[config.mk]
export PLATFORM = sky130hd
export DESIGN_NAME = rv32_decode_stage
export DESIGN_NICKNAME = d
export VERILOG_FILES = /design/src/rtl/rv32_decode_stage.sv
export SDC_FILE = /design/constraint.sdc
export NUM_CORES = 1
export LEC_CHECK = 0
export ABC_CLOCK_PERIOD_IN_PS = 2300
export BUFFER_PORTS_ARGS = -buffer_cell sky130_fd_sc_hd__buf_2
export CAP_MARGIN = 20
export CORE_MARGIN = 2
export CORE_UTILIZATION = 46
export DETAILED_ROUTE_END_ITERATION = 12
export PLACE_DENSITY = 0.72
export SYNTH_ARGS = -nofsm -noshare
export SYNTH_HDL_FRONTEND = slang
export SYNTH_SLANG_ARGS = --single-unit
[constraint.sdc]
create_clock -name clk -period 2.3 [get_ports clk]
set_input_delay 0.345 -clock clk [delete_from_list [all_inputs] [get_ports clk]]
set_output_delay 0.345 -clock clk [all_outputs]
set_load 0.02 [all_outputs]
[src/rtl/rv32_decode_stage.sv]
// RV32IM decode stage: combinational decode captured into a two-entry
// valid/ready skid buffer, with flush and saturating event counters.
module rv32_decode_stage #(
  parameter bit ENABLE_M  = 1'b1,
  parameter int CNT_WIDTH = 16,
  localparam int REG_SEL          = 5,
  localparam int ALU_OP_WIDTH     = 4,
  localparam int RS_ENT_SEL       = 3,
  localparam int IMM_TYPE_WIDTH   = 3,
  localparam int MD_OUT_SEL_WIDTH = 2
) (
  input  logic                        clk,
  input  logic                        reset,
  input  logic                        in_valid,
  output logic                        in_ready,
  input  logic [31:0]                 in_inst,
  input  logic [31:0]                 in_pc,
  input  logic                        flush,
  output logic                        out_valid,
  input  logic                        out_ready,
  output logic [31:0]                 out_pc,
  output logic [31:0]                 out_inst,
  output logic [REG_SEL-1:0]          rs1,
  output logic [REG_SEL-1:0]          rs2,
  output logic [REG_SEL-1:0]          rd,
  output logic                        uses_rs1,
  output logic                        uses_rs2,
  output logic                        wr_reg,
  output logic                        illegal_instruction,
  output logic [ALU_OP_WIDTH-1:0]     alu_op,
  output logic [RS_ENT_SEL-1:0]       rs_ent,
  output logic [IMM_TYPE_WIDTH-1:0]   imm_type,
  output logic [31:0]                 imm,
  output logic                        md_req_in_1_signed,
  output logic                        md_req_in_2_signed,
  output logic [MD_OUT_SEL_WIDTH-1:0] md_req_out_sel,
  output logic [CNT_WIDTH-1:0]        illegal_count,
  output logic [CNT_WIDTH-1:0]        md_count
);

  localparam logic [6:0] OPC_LOAD   = 7'b0000011;
  localparam logic [6:0] OPC_STORE  = 7'b0100011;
  localparam logic [6:0] OPC_BRANCH = 7'b1100011;
  localparam logic [6:0] OPC_JAL    = 7'b1101111;
  localparam logic [6:0] OPC_JALR   = 7'b1100111;
  localparam logic [6:0] OPC_OP     = 7'b0110011;
  localparam logic [6:0] OPC_OP_IMM = 7'b0010011;
  localparam logic [6:0] OPC_LUI    = 7'b0110111;
  localparam logic [6:0] OPC_AUIPC  = 7'b0010111;
  localparam logic [6:0] RV32_FUNCT7_MUL_DIV = 7'b0000001;

  localparam logic [3:0] ALU_OP_ADD = 4'd0,  ALU_OP_SUB  = 4'd1,  ALU_OP_SLL = 4'd2;
  localparam logic [3:0] ALU_OP_SLT = 4'd3,  ALU_OP_SLTU = 4'd4,  ALU_OP_XOR = 4'd5;
  localparam logic [3:0] ALU_OP_SRL = 4'd6,  ALU_OP_SRA  = 4'd7,  ALU_OP_OR  = 4'd8;
  localparam logic [3:0] ALU_OP_AND = 4'd9,  ALU_OP_SEQ  = 4'd10, ALU_OP_SNE = 4'd11;
  localparam logic [3:0] ALU_OP_SGE = 4'd12, ALU_OP_SGEU = 4'd13;

  localparam logic [2:0] RS_ENT_ALU  = 3'd0, RS_ENT_BRANCH = 3'd1, RS_ENT_JAL = 3'd2;
  localparam logic [2:0] RS_ENT_JALR = 3'd3, RS_ENT_LDST   = 3'd4, RS_ENT_MUL = 3'd5;
  localparam logic [2:0] RS_ENT_DIV  = 3'd6;

  localparam logic [2:0] IMM_NONE = 3'd0, IMM_I = 3'd1, IMM_S = 3'd2;
  localparam logic [2:0] IMM_B    = 3'd3, IMM_U = 3'd4, IMM_J = 3'd5;

  localparam logic [1:0] MD_OUT_LO = 2'd0, MD_OUT_HI = 2'd1, MD_OUT_REM = 2'd2;

  typedef enum logic [1:0] {EMPTY, ONE, TWO} state_t;

  typedef struct packed {
    logic [31:0] pc;
    logic [31:0] inst;
    logic [4:0]  rs1;
    logic [4:0]  rs2;
    logic [4:0]  rd;
    logic        uses_rs1;
    logic        uses_rs2;
    logic        wr_reg;
    logic        illegal;
    logic [3:0]  alu_op;
    logic [2:0]  rs_ent;
    logic [2:0]  imm_type;
    logic [31:0] imm;
    logic        md_in_1_signed;
    logic        md_in_2_signed;
    logic [1:0]  md_out_sel;
  } entry_t;

  state_t state_reg, state_next;
  entry_t out_reg, skid_reg, dec;
  logic [CNT_WIDTH-1:0] illegal_cnt_reg, md_cnt_reg;
  logic accept, drain, out_load, skid_load, skid_move;
  logic [6:0] opcode;
  logic [2:0] funct3;

  assign opcode = in_inst[6:0];
  assign funct3 = in_inst[14:12];

  // Shared OP/OP_IMM mapping; SUB exists only for register-register forms.
  function automatic logic [3:0] alu_from_funct3(input logic [2:0] f3, input logic alt,
                                                 input logic allow_sub);
    logic [3:0] op;
    op = ALU_OP_ADD;
    case (f3)
      3'b000: op = (alt && allow_sub) ? ALU_OP_SUB : ALU_OP_ADD;
      3'b001: op = ALU_OP_SLL;
      3'b010: op = ALU_OP_SLT;
      3'b011: op = ALU_OP_SLTU;
      3'b100: op = ALU_OP_XOR;
      3'b101: op = alt ? ALU_OP_SRA : ALU_OP_SRL;
      3'b110: op = ALU_OP_OR;
      default: op = ALU_OP_AND;
    endcase
    return op;
  endfunction

  always_comb begin
    dec          = '0;
    dec.pc       = in_pc;
    dec.inst     = in_inst;
    dec.rs1      = in_inst[19:15];
    dec.rs2      = in_inst[24:20];
    dec.rd       = in_inst[11:7];
    dec.alu_op   = ALU_OP_ADD;
    dec.rs_ent   = RS_ENT_ALU;
    dec.imm_type = IMM_NONE;
    unique case (opcode)
      OPC_LOAD: begin
        dec.rs_ent = RS_ENT_LDST; dec.uses_rs1 = 1'b1; dec.wr_reg = 1'b1; dec.imm_type = IMM_I;
      end
      OPC_STORE: begin
        dec.rs_ent = RS_ENT_LDST; dec.uses_rs1 = 1'b1; dec.uses_rs2 = 1'b1; dec.imm_type = IMM_S;
      end
      OPC_BRANCH: begin
        dec.rs_ent = RS_ENT_BRANCH; dec.uses_rs1 = 1'b1; dec.uses_rs2 = 1'b1; dec.imm_type = IMM_B;
        case (funct3)
          3'b000:  dec.alu_op = ALU_OP_SEQ;
          3'b001:  dec.alu_op = ALU_OP_SNE;
          3'b100:  dec.alu_op = ALU_OP_SLT;
          3'b101:  dec.alu_op = ALU_OP_SGE;
          3'b110:  dec.alu_op = ALU_OP_SLTU;
          3'b111:  dec.alu_op = ALU_OP_SGEU;
          default: dec.alu_op = ALU_OP_ADD;
        endcase
      end
      OPC_JAL: begin
        dec.rs_ent = RS_ENT_JAL; dec.wr_reg = 1'b1; dec.imm_type = IMM_J;
      end
      OPC_JALR: begin
        dec.rs_ent = RS_ENT_JALR; dec.uses_rs1 = 1'b1; dec.wr_reg = 1'b1; dec.imm_type = IMM_I;
      end
      OPC_OP: begin
        if (in_inst[31:25] == RV32_FUNCT7_MUL_DIV) begin
          if (ENABLE_M) begin
            dec.uses_rs1 = 1'b1; dec.uses_rs2 = 1'b1; dec.wr_reg = 1'b1;
            dec.rs_ent = funct3[2] ? RS_ENT_DIV : RS_ENT_MUL;
            case (funct3)
              3'b000:  dec.md_out_sel = MD_OUT_LO;
              3'b001:  begin dec.md_out_sel = MD_OUT_HI; dec.md_in_1_signed = 1'b1; dec.md_in_2_signed = 1'b1; end
              3'b010:  begin dec.md_out_sel = MD_OUT_HI; dec.md_in_1_signed = 1'b1; end
              3'b011:  dec.md_out_sel = MD_OUT_HI;
              3'b100:  begin dec.md_out_sel = MD_OUT_LO; dec.md_in_1_signed = 1'b1; dec.md_in_2_signed = 1'b1; end
              3'b101:  dec.md_out_sel = MD_OUT_LO;
              3'b110:  begin dec.md_out_sel = MD_OUT_REM; dec.md_in_1_signed = 1'b1; dec.md_in_2_signed = 1'b1; end
              default: dec.md_out_sel = MD_OUT_REM;
            endcase
          end else begin
            dec.illegal = 1'b1;
          end
        end else begin
          dec.uses_rs1 = 1'b1; dec.uses_rs2 = 1'b1; dec.wr_reg = 1'b1;
          dec.alu_op = alu_from_funct3(funct3, in_inst[30], 1'b1);
        end
      end
      OPC_OP_IMM: begin
        dec.uses_rs1 = 1'b1; dec.wr_reg = 1'b1; dec.imm_type = IMM_I;
        dec.alu_op = alu_from_funct3(funct3, in_inst[30], 1'b0);
      end
      OPC_LUI, OPC_AUIPC: begin
        dec.wr_reg = 1'b1; dec.imm_type = IMM_U;
      end
      default: dec.illegal = 1'b1;
    endcase
    if (dec.rd == 5'd0) dec.wr_reg = 1'b0;
    case (dec.imm_type)
      IMM_I:   dec.imm = {{20{in_inst[31]}}, in_inst[31:20]};
      IMM_S:   dec.imm = {{20{in_inst[31]}}, in_inst[31:25], in_inst[11:7]};
      IMM_B:   dec.imm = {{19{in_inst[31]}}, in_inst[31], in_inst[7], in_inst[30:25], in_inst[11:8], 1'b0};
      IMM_U:   dec.imm = {in_inst[31:12], 12'd0};
      IMM_J:   dec.imm = {{11{in_inst[31]}}, in_inst[31], in_inst[19:12], in_inst[20], in_inst[30:21], 1'b0};
      default: dec.imm = 32'd0;
    endcase
  end

  assign in_ready  = (state_reg != TWO);
  assign out_valid = (state_reg != EMPTY);
  assign accept    = in_valid && in_ready;
  assign drain     = out_valid && out_ready;

  always_comb begin
    state_next = state_reg;
    out_load   = 1'b0;
    skid_load  = 1'b0;
    skid_move  = 1'b0;
    case (state_reg)
      EMPTY: if (accept) begin state_next = ONE; out_load = 1'b1; end
      ONE: begin
        if (accept && !drain) begin state_next = TWO; skid_load = 1'b1; end
        else if (accept && drain) out_load = 1'b1;
        else if (drain) state_next = EMPTY;
      end
      TWO: if (drain) begin state_next = ONE; skid_move = 1'b1; end
      default: state_next = EMPTY;
    endcase
    if (flush) begin
      state_next = EMPTY;
      out_load   = 1'b0;
      skid_load  = 1'b0;
      skid_move  = 1'b0;
    end
  end

  always_ff @(posedge clk or negedge reset) begin
    if (!reset) begin
      state_reg <= EMPTY;
      out_reg   <= '0;
      skid_reg  <= '0;
    end else begin
      state_reg <= state_next;
      if (skid_move)     out_reg <= skid_reg;
      else if (out_load) out_reg <= dec;
      if (skid_load)     skid_reg <= dec;
    end
  end

  // Counters only see instructions that actually enter the buffer.
  always_ff @(posedge clk or negedge reset) begin
    if (!reset) begin
      illegal_cnt_reg <= '0;
      md_cnt_reg      <= '0;
    end else if (accept && !flush) begin
      if (dec.illegal && illegal_cnt_reg != '1)
        illegal_cnt_reg <= illegal_cnt_reg + CNT_WIDTH'(1);
      if ((dec.rs_ent == RS_ENT_MUL || dec.rs_ent == RS_ENT_DIV) && md_cnt_reg != '1)
        md_cnt_reg <= md_cnt_reg + CNT_WIDTH'(1);
    end
  end

  assign out_pc              = out_reg.pc;
  assign out_inst            = out_reg.inst;
  assign rs1                 = out_reg.rs1;
  assign rs2                 = out_reg.rs2;
  assign rd                  = out_reg.rd;
  assign uses_rs1            = out_reg.uses_rs1;
  assign uses_rs2            = out_reg.uses_rs2;
  assign wr_reg              = out_reg.wr_reg;
  assign illegal_instruction = out_reg.illegal;
  assign alu_op              = out_reg.alu_op;
  assign rs_ent              = out_reg.rs_ent;
  assign imm_type            = out_reg.imm_type;
  assign imm                 = out_reg.imm;
  assign md_req_in_1_signed  = out_reg.md_in_1_signed;
  assign md_req_in_2_signed  = out_reg.md_in_2_signed;
  assign md_req_out_sel      = out_reg.md_out_sel;
  assign illegal_count       = illegal_cnt_reg;
  assign md_count            = md_cnt_reg;

endmodule

==> summary.md <==
| Metric | Value |
|---|---|
| Seq pwr share | 46.3% |
| Initial DRC Count | 768 |
| Hold endpoint | skid_reg[101] |
| Status | finished, final reports clean |
| Family with the most delay on the worst path | simple AND/OR/NAND/NOR gates |
| Avg Vias per Cell | 5.45 |
| Commonest non-fill, non-tap cells in the layout | dfrtp_1 (262), nand2_1 (247), buf_2 (230) |
| Initial DRT Pass Iterations | 5 |
| Post-synthesis async set-or-reset flop share | 100% |
| Tcrit/Tclk final | 89.5% |
| NumNets Final | 1440 |
| Internal power | 8690 uW |
| Io pins | 232 |
| Slew Viols, Final | 0 |
| RSZ-0062 raised after global routing | no |
| Post-route ant nets | 0 |
| Final min period | 2.06 ns |
| Initial core utilization | 46.7% |
| Clk pin slew, worst setup/hold paths | 0.06 ns |
| Worst slew margin | 59.3% |
| WP data required | 2.72 ns |
| Psw | 3410 uW |
| Worst min path class | in2reg |
| GP Congestion | 0.843 |
| Flops & latches, synth | 262 |
| Share of post-route cells with drive strength above 1 | 23.8% |
| Routed wire length | 30000 microns |
| Fillers | 2127 |
| WS Path Type | reg2reg |
| Placement row count | 57 |
| Max FO, Critical Path | 14 |
| Fin util | 56.8% |
| Depth of the CTS H-tree | 1 |
| Chip Height | 161 microns |
| Count of warnings emitted by yosys | 0 |
| Post-Synth Adder-Cell Area | 0.222% |
| Tot Pwr | 12100 uW |
| Vias in the first global route | 9130 |
| Cell area after synthesis | 11300 sq um |
| CTS Root Cell | clkbuf_16 |
| Core area | 24200 sq um |
| Port Buf Inserts | 231 |
| Worst reg2reg setup slack | 0.24 ns |
| Fmax achieved | 486 MHz |
| Syn_nets | 1233 |
| First-pass GRT wire length | 48800 microns |
| Critical path, cell by cell | ha_1, nand3_1, nor4_1, a311oi_2, buf_4, and4_1, xor2_1 |
| Post-synthesis mux area share | 0.499% |
| Crit Reg-Reg Startpoint | md_count[0] |
| Pin count of the biggest net entering global routing | 66 |
| Worst Reg-to-Reg Cells | 7 |
| Hold Path Depth | 3 |
| Chip width | 161 microns |
| Synth Area in Simple Gates | 19.2% |
| Number of diodes | 0 |
| Worst skew pair latency | 0.54 ns |
| Worst vdd ir | 0.000461 V |
| Max_cap viols | 0 |
| Post-Syn Instances | 1162 |
| Setup tns final | 0 ns |
| Reg-to-reg critical path endpoint | md_count[3] |
| Max reg flops | 114 |
| Pwr dens | 880 nW/um^2 |
| Placed cell count | 1661 |
| CP Capture Type | register |
| Synth-to-Final Area Change | 21.6% |
| GRT Residual Overflow | 0 |
| Via count | 9307 |
| Worst Tran Pin Value | 0.611 ns |
| Clk sink count | 262 |
| Hold Startpoint | in_pc[4] |
| Ys flop type | dfrtp_1 |
| Sequential fraction of the synthesis area | 58.1% |
| CTS tree | built |
| Most common cell after layout, fill and taps aside | dfrtp_1 |
| PostCTS Resize Cnt | 0 |
| Data arrival, critical path | 2.48 ns |
| Non-Filler Instances | 1709 |
| Final Hold Viols | 0 |
| Wire length per cell | 17.6 microns |
| Slowest CP cell | dfrtp_1 |
| Dpl hpwl | 19500 microns |
| GRT Util Overall | 23.3% |
| Buf+Inv Stages, Crit Path | 1 |
| Antenna violations before repair | 0 |
| Die area | 25800 sq um |
| Synthesized area per cell | 9.72 sq um |
| Sw frac | 28.2% |
| Startpoint types | register |
| Crit-path max cell delay | 0.43 ns |
| Total CTS buffers | 28 |
| Final Hold Slack | 0.0171 ns |
| Skew final | 0.0131 ns |
| Drc violations | 0 |
| Post-synth EDFFs | 0 |
| Comb pwr share | 15.7% |
| Distinct cell type count after synthesis | 68 |
| Synth Area in Compound Gates | 15.4% |
| Largest family of logic cells by synthesized area | simple AND/OR/NAND/NOR gates |
| Power share of the clock group | 37.9% |
| Post-synthesis xor/xnor area fraction | 2.25% |
| CTS max path bufs | 3 |
| Leak | 0.00672 uW |
| Final setup viols | 0 |
==> per-stage QoR <==
step	setup WS (ns)	area (sq um)
floorplan	0.406	11300
global placement	0.0938	12800
detailed placement	0.0121	12800
CTS	0.234	13700
global route	0.00111	13700
finish	0.241	13700
==> power groups by stage <==
stage,combinational (uW),sequential (uW),clock (uW)
4_1_cts,1930,5600,4660
3_5_place_dp,1920,5670,0
6_report,1900,5600,4590
2_1_floorplan,867,5960,0
3_3_place_gp,1880,5650,0
5_1_grt,2120,5680,4860
==> routing by layer <==
layer	wire length (microns)	share of wire (%)	GRT usage [%]
met1	13500	45	32.8
met2	13400	45	35.8
met3	2390	8.0	5.60
met4	733	2.4	7.25
met5	0	0	0
==> layout make-up <==
class,count,area (sq um),area share [%]
clock buffer,41,831,6.05
clock inverter,5,103,0.747
inverter,5,18.8,0.137
multi-input combinational,807,4280,31.2
sequential,262,6560,47.7
tap,324,405,2.95
timing repair buffer,265,1540,11.2
==> kinds of logic after synthesis <==
| group | count (synthesis) |
|---|---|
| flip-flops | 262 |
| AND/OR/NAND/NOR | 496 |
| adder cells (fa/ha/maj) | 2 |
| multiplexers | 5 |
| XOR/XNOR | 29 |
| buffers and inverters | 93 |
| AO/OA/AOI/OAI | 275 |
==> worst max path at each step <==
stage	from	to	slack (ns)	cells past startpoint
final	md_count[0]	md_count[3]	0.24	7
after global routing	md_count[0]	md_count[3]	0.001	7
after CTS	md_count[0]	md_count[3]	0.23	7
after detailed placement	in_inst[3]	imm[26]	0.01	6
after global placement	in_inst[3]	skid_reg[30]	0.09	6
after floorplan	md_count[0]	md_count[3]	0.41	6
==> cell usage after synthesis, types with 5 or more instances <==
library cell	n	area share [%]
dfrtp_1	262	58
nand2_1	249	8.3
nor2_1	152	5.1
o21ai_0	73	3.2
o22ai_1	65	3.6
clkbuf_1	47	1.6
a22oi_1	45	3.0
a21oi_1	32	1.4
xnor2_1	24	1.9
buf_4	19	1.3
nand3_1	16	0.71
and3_1	15	0.83
nand4_1	14	0.78
o21ai_1	14	0.62
a22o_1	12	0.93
buf_2	10	0.44
nor3_1	9	0.40
a21o_1	6	0.40
buf_1	6	0.20
inv_1	5	0.17
xor2_1	5	0.39
==> repair_timing <==
item                      CTS  global route
hold buffers                2             0
hold endpoints to repair   61             0
buffers inserted            0             0
==> tightest hold or removal path: stages <==
cell and delay [ns]:
buf_2 0.09, nand2_1 0.04, nand2_1 0.05
(Power assumes the default switching activity.)
